==> src/rtl/seg_pkg.sv <==
`default_nettype none
// ============================================================================
// Module   : seg_pkg
// Purpose  : Shared constants for the 7-segment scan display slice.
//            - SEG_PATTERNS : active-high a..g patterns for hex 0..F,
//                             bit 6 = a ... bit 0 = g
//            - SEG_BLANK    : all segments and the decimal point dark
//                             (the bus is active-low)
//            - EN_ALL_OFF   : all digit enables inactive (active-low), sized
//                             for the largest bank; users slice the low
//                             NUM_DIGITS bits
// Revision : 1.0 - initial release
// ============================================================================
package seg_pkg;

    localparam int SEG_MAX_DIGITS = 8;

    localparam logic [7:0] SEG_BLANK = 8'hFF;

    localparam logic [SEG_MAX_DIGITS-1:0] EN_ALL_OFF = {SEG_MAX_DIGITS{1'b1}};

    localparam logic [6:0] SEG_PAT_0 = 7'h7E;
    localparam logic [6:0] SEG_PAT_1 = 7'h30;
    localparam logic [6:0] SEG_PAT_2 = 7'h6D;
    localparam logic [6:0] SEG_PAT_3 = 7'h79;
    localparam logic [6:0] SEG_PAT_4 = 7'h33;
    localparam logic [6:0] SEG_PAT_5 = 7'h5B;
    localparam logic [6:0] SEG_PAT_6 = 7'h5F;
    localparam logic [6:0] SEG_PAT_7 = 7'h70;
    localparam logic [6:0] SEG_PAT_8 = 7'h7F;
    localparam logic [6:0] SEG_PAT_9 = 7'h7B;
    localparam logic [6:0] SEG_PAT_A = 7'h77;
    localparam logic [6:0] SEG_PAT_B = 7'h1F;
    localparam logic [6:0] SEG_PAT_C = 7'h4E;
    localparam logic [6:0] SEG_PAT_D = 7'h3D;
    localparam logic [6:0] SEG_PAT_E = 7'h4F;
    localparam logic [6:0] SEG_PAT_F = 7'h47;

    // Entry 15 is the left-most element, so SEG_PATTERNS[n] is nibble n.
    localparam logic [15:0][6:0] SEG_PATTERNS = {
        SEG_PAT_F, SEG_PAT_E, SEG_PAT_D, SEG_PAT_C,
        SEG_PAT_B, SEG_PAT_A, SEG_PAT_9, SEG_PAT_8,
        SEG_PAT_7, SEG_PAT_6, SEG_PAT_5, SEG_PAT_4,
        SEG_PAT_3, SEG_PAT_2, SEG_PAT_1, SEG_PAT_0
    };

endpackage
`default_nettype wire

==> src/rtl/seg7_decode.sv <==
`default_nettype none
// ============================================================================
// Module   : seg7_decode
// Purpose  : Combinational hex-to-7-segment decoder.
// Ports    : nibble  [3:0] in  - hex digit 0..F
//            pattern [6:0] out - active-high segments, [6]=a ... [0]=g
// Revision : 1.0 - initial release
// ============================================================================
module seg7_decode
    import seg_pkg::*;
(
    input  logic [3:0] nibble,
    output logic [6:0] pattern
);

    assign pattern = SEG_PATTERNS[nibble];

endmodule
`default_nettype wire

==> src/rtl/seg_scan_driver.sv <==
`default_nettype none
// ============================================================================
// Module   : seg_scan_driver
// Purpose  : Time-multiplexes NUM_DIGITS hex nibbles onto a common-anode
//            7-segment bank. Inputs are captured once per scan frame, each
//            digit slot begins with one blank guard cycle, and all outputs
//            are registered.
// Ports    : clk       in  - system clock
//            rst       in  - asynchronous active-high reset
//            digits    in  - packed nibbles, digit i = digits[4i+3:4i]
//            digit_en  in  - 1 = digit i lit
//            dp        in  - 1 = decimal point of digit i lit
//            led_en    out - active-low digit select (at most one bit low)
//            led_seg   out - active-low segments, [7]=a ... [1]=g, [0]=dp
// Options  : SEG_LEAD_ZERO_BLANK_EN - when defined, leading zero digits
//            (index > 0) are blanked at the frame latch.
// Revision : 1.0 - initial release
// ============================================================================
module seg_scan_driver
    import seg_pkg::*;
#(
    parameter int NUM_DIGITS = 8,
    parameter int SCAN_DIV   = 100000,
    parameter int DIV_W      = 17
) (
    input  logic                    clk,
    input  logic                    rst,
    input  logic [4*NUM_DIGITS-1:0] digits,
    input  logic [NUM_DIGITS-1:0]   digit_en,
    input  logic [NUM_DIGITS-1:0]   dp,
    output logic [NUM_DIGITS-1:0]   led_en,
    output logic [7:0]              led_seg
);

    localparam int IDX_W = (NUM_DIGITS > 1) ? $clog2(NUM_DIGITS) : 1;

    localparam logic [DIV_W-1:0]      c_div_last = DIV_W'(SCAN_DIV - 1);
    localparam logic [IDX_W-1:0]      c_idx_last = IDX_W'(NUM_DIGITS - 1);
    localparam logic [NUM_DIGITS-1:0] c_en_off   = EN_ALL_OFF[NUM_DIGITS-1:0];

    logic [DIV_W-1:0]        r_div_cnt;
    logic [IDX_W-1:0]        r_idx;
    logic [4*NUM_DIGITS-1:0] r_digits_q;
    logic [NUM_DIGITS-1:0]   r_en_q;
    logic [NUM_DIGITS-1:0]   r_dp_q;

    logic                    w_tick;
    logic                    w_frame;
    logic [3:0]              w_nibble;
    logic [6:0]              w_pattern;
    logic [NUM_DIGITS-1:0]   w_sel;
    logic [NUM_DIGITS-1:0]   w_en_load;

    assign w_tick   = (r_div_cnt == c_div_last);
    // Frame boundary: the last slot of the last digit is ending, so the
    // fresh snapshot becomes visible starting with digit 0.
    assign w_frame  = w_tick && (r_idx == c_idx_last);
    assign w_nibble = r_digits_q[{r_idx, 2'b00} +: 4];
    assign w_sel    = NUM_DIGITS'(1) << r_idx;

    seg7_decode u_decode (
        .nibble  (w_nibble),
        .pattern (w_pattern)
    );

`ifdef SEG_LEAD_ZERO_BLANK_EN
    logic w_lead;

    // Walk from the most significant digit down. w_lead stays set while every
    // digit seen so far is zero or disabled; a zero nibble under that
    // condition is a leading zero. Digit 0 is never examined, so it always
    // shows.
    always_comb begin
        w_en_load = digit_en;
        w_lead    = 1'b1;
        for (int i = NUM_DIGITS - 1; i > 0; i--) begin
            if (w_lead && (digits[4*i +: 4] == 4'h0)) begin
                w_en_load[i] = 1'b0;
            end
            w_lead = w_lead && ((digits[4*i +: 4] == 4'h0) || !digit_en[i]);
        end
    end
`else
    always_comb begin
        w_en_load = digit_en;
    end
`endif

    always_ff @(posedge clk or posedge rst) begin
        if (rst) begin
            r_div_cnt  <= '0;
            r_idx      <= '0;
            r_digits_q <= '0;
            r_en_q     <= '0;
            r_dp_q     <= '0;
            led_en     <= c_en_off;
            led_seg    <= SEG_BLANK;
        end else begin
            r_div_cnt <= w_tick ? '0 : r_div_cnt + 1'b1;

            if (w_tick) begin
                r_idx <= (r_idx == c_idx_last) ? '0 : r_idx + 1'b1;
            end

            if (w_frame) begin
                r_digits_q <= digits;
                r_en_q     <= w_en_load;
                r_dp_q     <= dp;
            end

            // Outputs reflect the current slot state one cycle later. The
            // first cycle of every slot is blanked so the previous digit's
            // segments never appear under the next digit's enable.
            if ((r_div_cnt == '0) || !r_en_q[r_idx]) begin
                led_en  <= c_en_off;
                led_seg <= SEG_BLANK;
            end else begin
                led_en  <= ~w_sel;
                led_seg <= {~w_pattern, ~r_dp_q[r_idx]};
            end
        end
    end

endmodule
`default_nettype wire

==> config.mk <==
export PLATFORM = sky130hd
export DESIGN_NAME = seg_scan_driver
export DESIGN_NICKNAME = d
export VERILOG_FILES = /design/src/rtl/seg_pkg.sv /design/src/rtl/seg7_decode.sv /design/src/rtl/seg_scan_driver.sv
export SDC_FILE = /design/constraint.sdc
export NUM_CORES = 1
export LEC_CHECK = 0
export ABC_AREA = 0
export CELL_PAD_IN_SITES_DETAIL_PLACEMENT = 0
export CELL_PAD_IN_SITES_GLOBAL_PLACEMENT = 1
export CORE_MARGIN = 3
export CORE_UTILIZATION = 24
export CTS_BUF_LIST = sky130_fd_sc_hd__clkbuf_4
export CTS_CLUSTER_DIAMETER = 150
export DETAILED_ROUTE_END_ITERATION = 12
export PLACE_DENSITY = 0.55
export SKIP_LAST_GASP = 1
export SYNTH_ARGS = -nofsm -noshare
export SYNTH_HDL_FRONTEND = slang
export SYNTH_SLANG_ARGS = --single-unit
==> constraint.sdc <==
create_clock -name clk -period 3.6 [get_ports clk]
set_clock_uncertainty 0.1 [all_clocks]
set_input_delay 0.72 -clock clk [delete_from_list [all_inputs] [get_ports clk]]
set_output_delay 0.72 -clock clk [all_outputs]
set_load 0.005 [all_outputs]
==> flow_summary.ini <==
[clock_network]
cts.sinks = 84
numCtsBuffers = 9
clockRootBuffer = clkbuf_4
post_cts_resized = 0
clk_path_buf_depth = 2
cts_hold_buffers = 0
cts_setup_buffers = 0
cts_tree = yes
path_clk_slew_ns = 0.13
clock_latency_ns = 0.45
htreeDepth = 3

[logic_synthesis]
synthDistinctLibCells = 42
yosys.area_share.simple_pct = 8.59
seq_area_frac_synth_pct = 52.0
syn_area_per_cell_um2 = 14.1
synth_edf_count = 0
synthFlopType = dfrtp_1
synth-xor-area-share_pct = 3.01
synth_top_family_by_area = multiplexers
syn_area_um2 = 4080
synth_compound_area_share_pct = 2.58
ys_warn_count = 0
synth_nets = 353
synth_seq_cells = 84
synthArstFlopShare_pct = 100
synthMuxAreaShare_pct = 25.7
synthAdderAreaFrac_pct = 4.30
synth_cells = 289

[floorplanning]
rows = 47
core_um2 = 16600
die_y_um = 136
start_util_pct = 24.6
die-width_um = 136
num_io_pins = 66
fp.dieArea_um2 = 18600

[power]
ir_drop_mv = 0.148
p_per_area_nw_per_um2 = 331
p_leak_nw = 2.17
p_total_mw = 1.67

[critical_path]
crit_fanout = 9
crit_slowest_cell = dfrtp_1
cpPeakStageDelay_ns = 0.62
path_common_cell = inv_1
r2r_slack_ns = 0.90
required_ns = 3.86
crit_path_end_kind = flip-flop
path_class = reg -> reg
worstPathArrival_ns = 2.96
crit_chain = buf_4 -> mux4_2 -> mux2_4 -> inv_1 -> ha_1 -> inv_1 -> mux2_2 -> mux2i_1 -> nand2_1
start_kind = flip-flop

[global_routing]
grt_antenna_before_repair = 0
grt_pass1_wl_um = 14300
gr-total-overflow = 0
grt_max_degree = 49
track_usage_pct = 9.96
grt_pass1_vias = 2611

[layout]
area_delta_synth_final_pct = 23.7
layout-drive-gt1-share_pct = 28.5
num-fill-cells = 1688
final_util_pct = 30.4
fin_nets = 421
multi_input_area_um2 = 1800
final-seq-area_um2 = 2120
antenna_cells = 0

[sta]
fin_hold_ws_ns = 0.407
finalCritPeriodShare_pct = 75.1
drv_slew = 0
rsz0062_at_grt = no
slew_headroom_pct = 51.5
max_slew.worst_pin.slew_ns = 0.728
setup_ws_ns = 0.898
hold_violations = 0
finalSetupTns_ns = 0
timing.fmax_ghz = 0.370
setup-violations-final = 0
min_period_ns = 2.70

[place]
pre_cts_slack_ns = 0.913
io_buffer_count = 65
gp_congestion = 0.798
hpwlAfterDp_um = 6140

[route]
vias = 2418
firstDrtPassIters = 4
viasPerCell = 4.15
drcViolationCount = 0
routed_wl_um = 8430
dr.first_iter.drc_count = 129
ant_nets = 0
routedWlPerCell_um = 14.5

[hold_path]
hp-class = reg -> reg

[run]
maxCapViolations = 0

[run_status]
outcome = finished, final reports clean
==> synthesized netlist by cell type (2+ instances only) <==
cell | count | area share (%)
a21oi_1 | 3 | 0.37
and3_1 | 4 | 0.61
buf_2 | 4 | 0.49
buf_4 | 2 | 0.37
buf_6 | 5 | 1.4
clkbuf_1 | 2 | 0.18
dfrtp_1 | 68 | 42
dfstp_2 | 16 | 10
ha_1 | 14 | 4.3
inv_1 | 8 | 0.74
mux2_2 | 31 | 8.6
mux2_4 | 22 | 8.1
mux2i_1 | 4 | 0.98
mux4_1 | 10 | 6.4
mux4_2 | 2 | 1.1
nand2_1 | 21 | 1.9
nand2b_1 | 2 | 0.31
nand3_1 | 10 | 1.2
nand4_1 | 6 | 0.92
nor2_1 | 13 | 1.2
nor3_1 | 2 | 0.25
nor4_1 | 2 | 0.31
o211ai_1 | 3 | 0.55
o21ai_0 | 4 | 0.49
o221ai_1 | 2 | 0.43
xnor2_1 | 7 | 1.5
xor2_1 | 7 | 1.5
==> cell families after synthesis <==
family / after synthesis
DFF: 84
adders and majority gates: 14
and+or+nand+nor: 69
xor gates and xnor gates: 14
buffers and inverters: 23
muxes: 70
AOI/OAI and AO/OA: 15
==> metrics by stage <==
| stage | std cells | area, µm² |
|---|---|---|
| finish | 582 | 5050 |
| global placement | 566 | 4930 |
| floorplan | 289 | 4080 |
| global route | 582 | 5050 |
| CTS | 582 | 5050 |
| detailed placement | 566 | 4930 |
==> sequential cells by signal, indices dropped and copies added (netlist names) <==
signal,cells
led_seg,8
led_en,8
r_idx,3
r_dp_q,8
r_digits_q,32
r_div_cnt,17
r_en_q,8
==> cells in the final DEF (no fill, tap or decap), types with 2 or more instances in the layout <==
cell | synthesis | layout
dfrtp_1 | 68 | 68
clkdlybuf4s50_1 | 0 | 65
mux2_2 | 31 | 31
mux2_4 | 22 | 22
nand2_1 | 21 | 21
dfstp_2 | 16 | 16
ha_1 | 14 | 14
nor2_1 | 13 | 13
clkbuf_4 | 0 | 13
mux4_1 | 10 | 10
nand3_1 | 10 | 10
inv_1 | 8 | 7
xor2_1 | 7 | 7
xnor2_1 | 7 | 7
nand4_1 | 6 | 6
buf_4 | 2 | 6
mux2i_1 | 4 | 4
and3_1 | 4 | 4
o21ai_0 | 4 | 4
o211ai_1 | 3 | 3
a21oi_1 | 3 | 3
nor4_1 | 2 | 2
nor3_1 | 2 | 2
mux4_2 | 2 | 2
nand2b_1 | 2 | 2
o221ai_1 | 2 | 2
clkinv_2 | 0 | 2
==> area by class of cell <==
cell class                 count  share of cell area [%]
clock inverter                 3                   0.347
clock buffer                  13                    1.93
timing repair buffer          71                    13.8
multi-input combinational    182                    35.7
sequential                    84                    42.1
tap                          220                    5.45
inverter                       9                   0.694
==> critical path: cells and delay by family, from the launching register on <==
| kind | cells | cell delay [ns] |
|---|---|---|
| adder cells (fa/ha/maj) | 1 | 0.15 |
| flip-flops | 1 | 0.62 |
| AND/OR/NAND/NOR | 1 | 0.07 |
| buffers and inverters | 3 | 0.45 |
| multiplexers | 4 | 1.22 |
==> power by group <==
| group | internal (mW) | total (mW) | switching (mW) | leakage (nW) |
|---|---|---|---|---|
| Clock | 0.172 | 0.494 | 0.322 | 0.0694 |
| Sequential | 0.984 | 1.00 | 0.0178 | 0.993 |
| Combinational | 0.111 | 0.173 | 0.0622 | 1.11 |
| Total | 1.27 | 1.67 | 0.402 | 2.17 |
==> final timing paths <==
kind / cells after the start / start / end
setup / recovery: 9 / r_idx[0] / led_seg[4]
hold / removal: 1 / r_div_cnt[14] / r_div_cnt[14]
setup reg to reg: 9 / r_idx[0] / led_seg[4]
hold reg to reg: 1 / r_div_cnt[14] / r_div_cnt[14]
max in group asynchronous: 3 / rst / led_seg[4]
min in group asynchronous: 2 / rst / r_dp_q[4]
==> metal layers <==
layer  share of wire (%)  GRT usage [%]
met5                   0              0
met4                 1.5           4.09
met3                 3.7           2.33
met2                  41           13.6
met1                  53           14.9
Power figures use the tool's default switching activity.
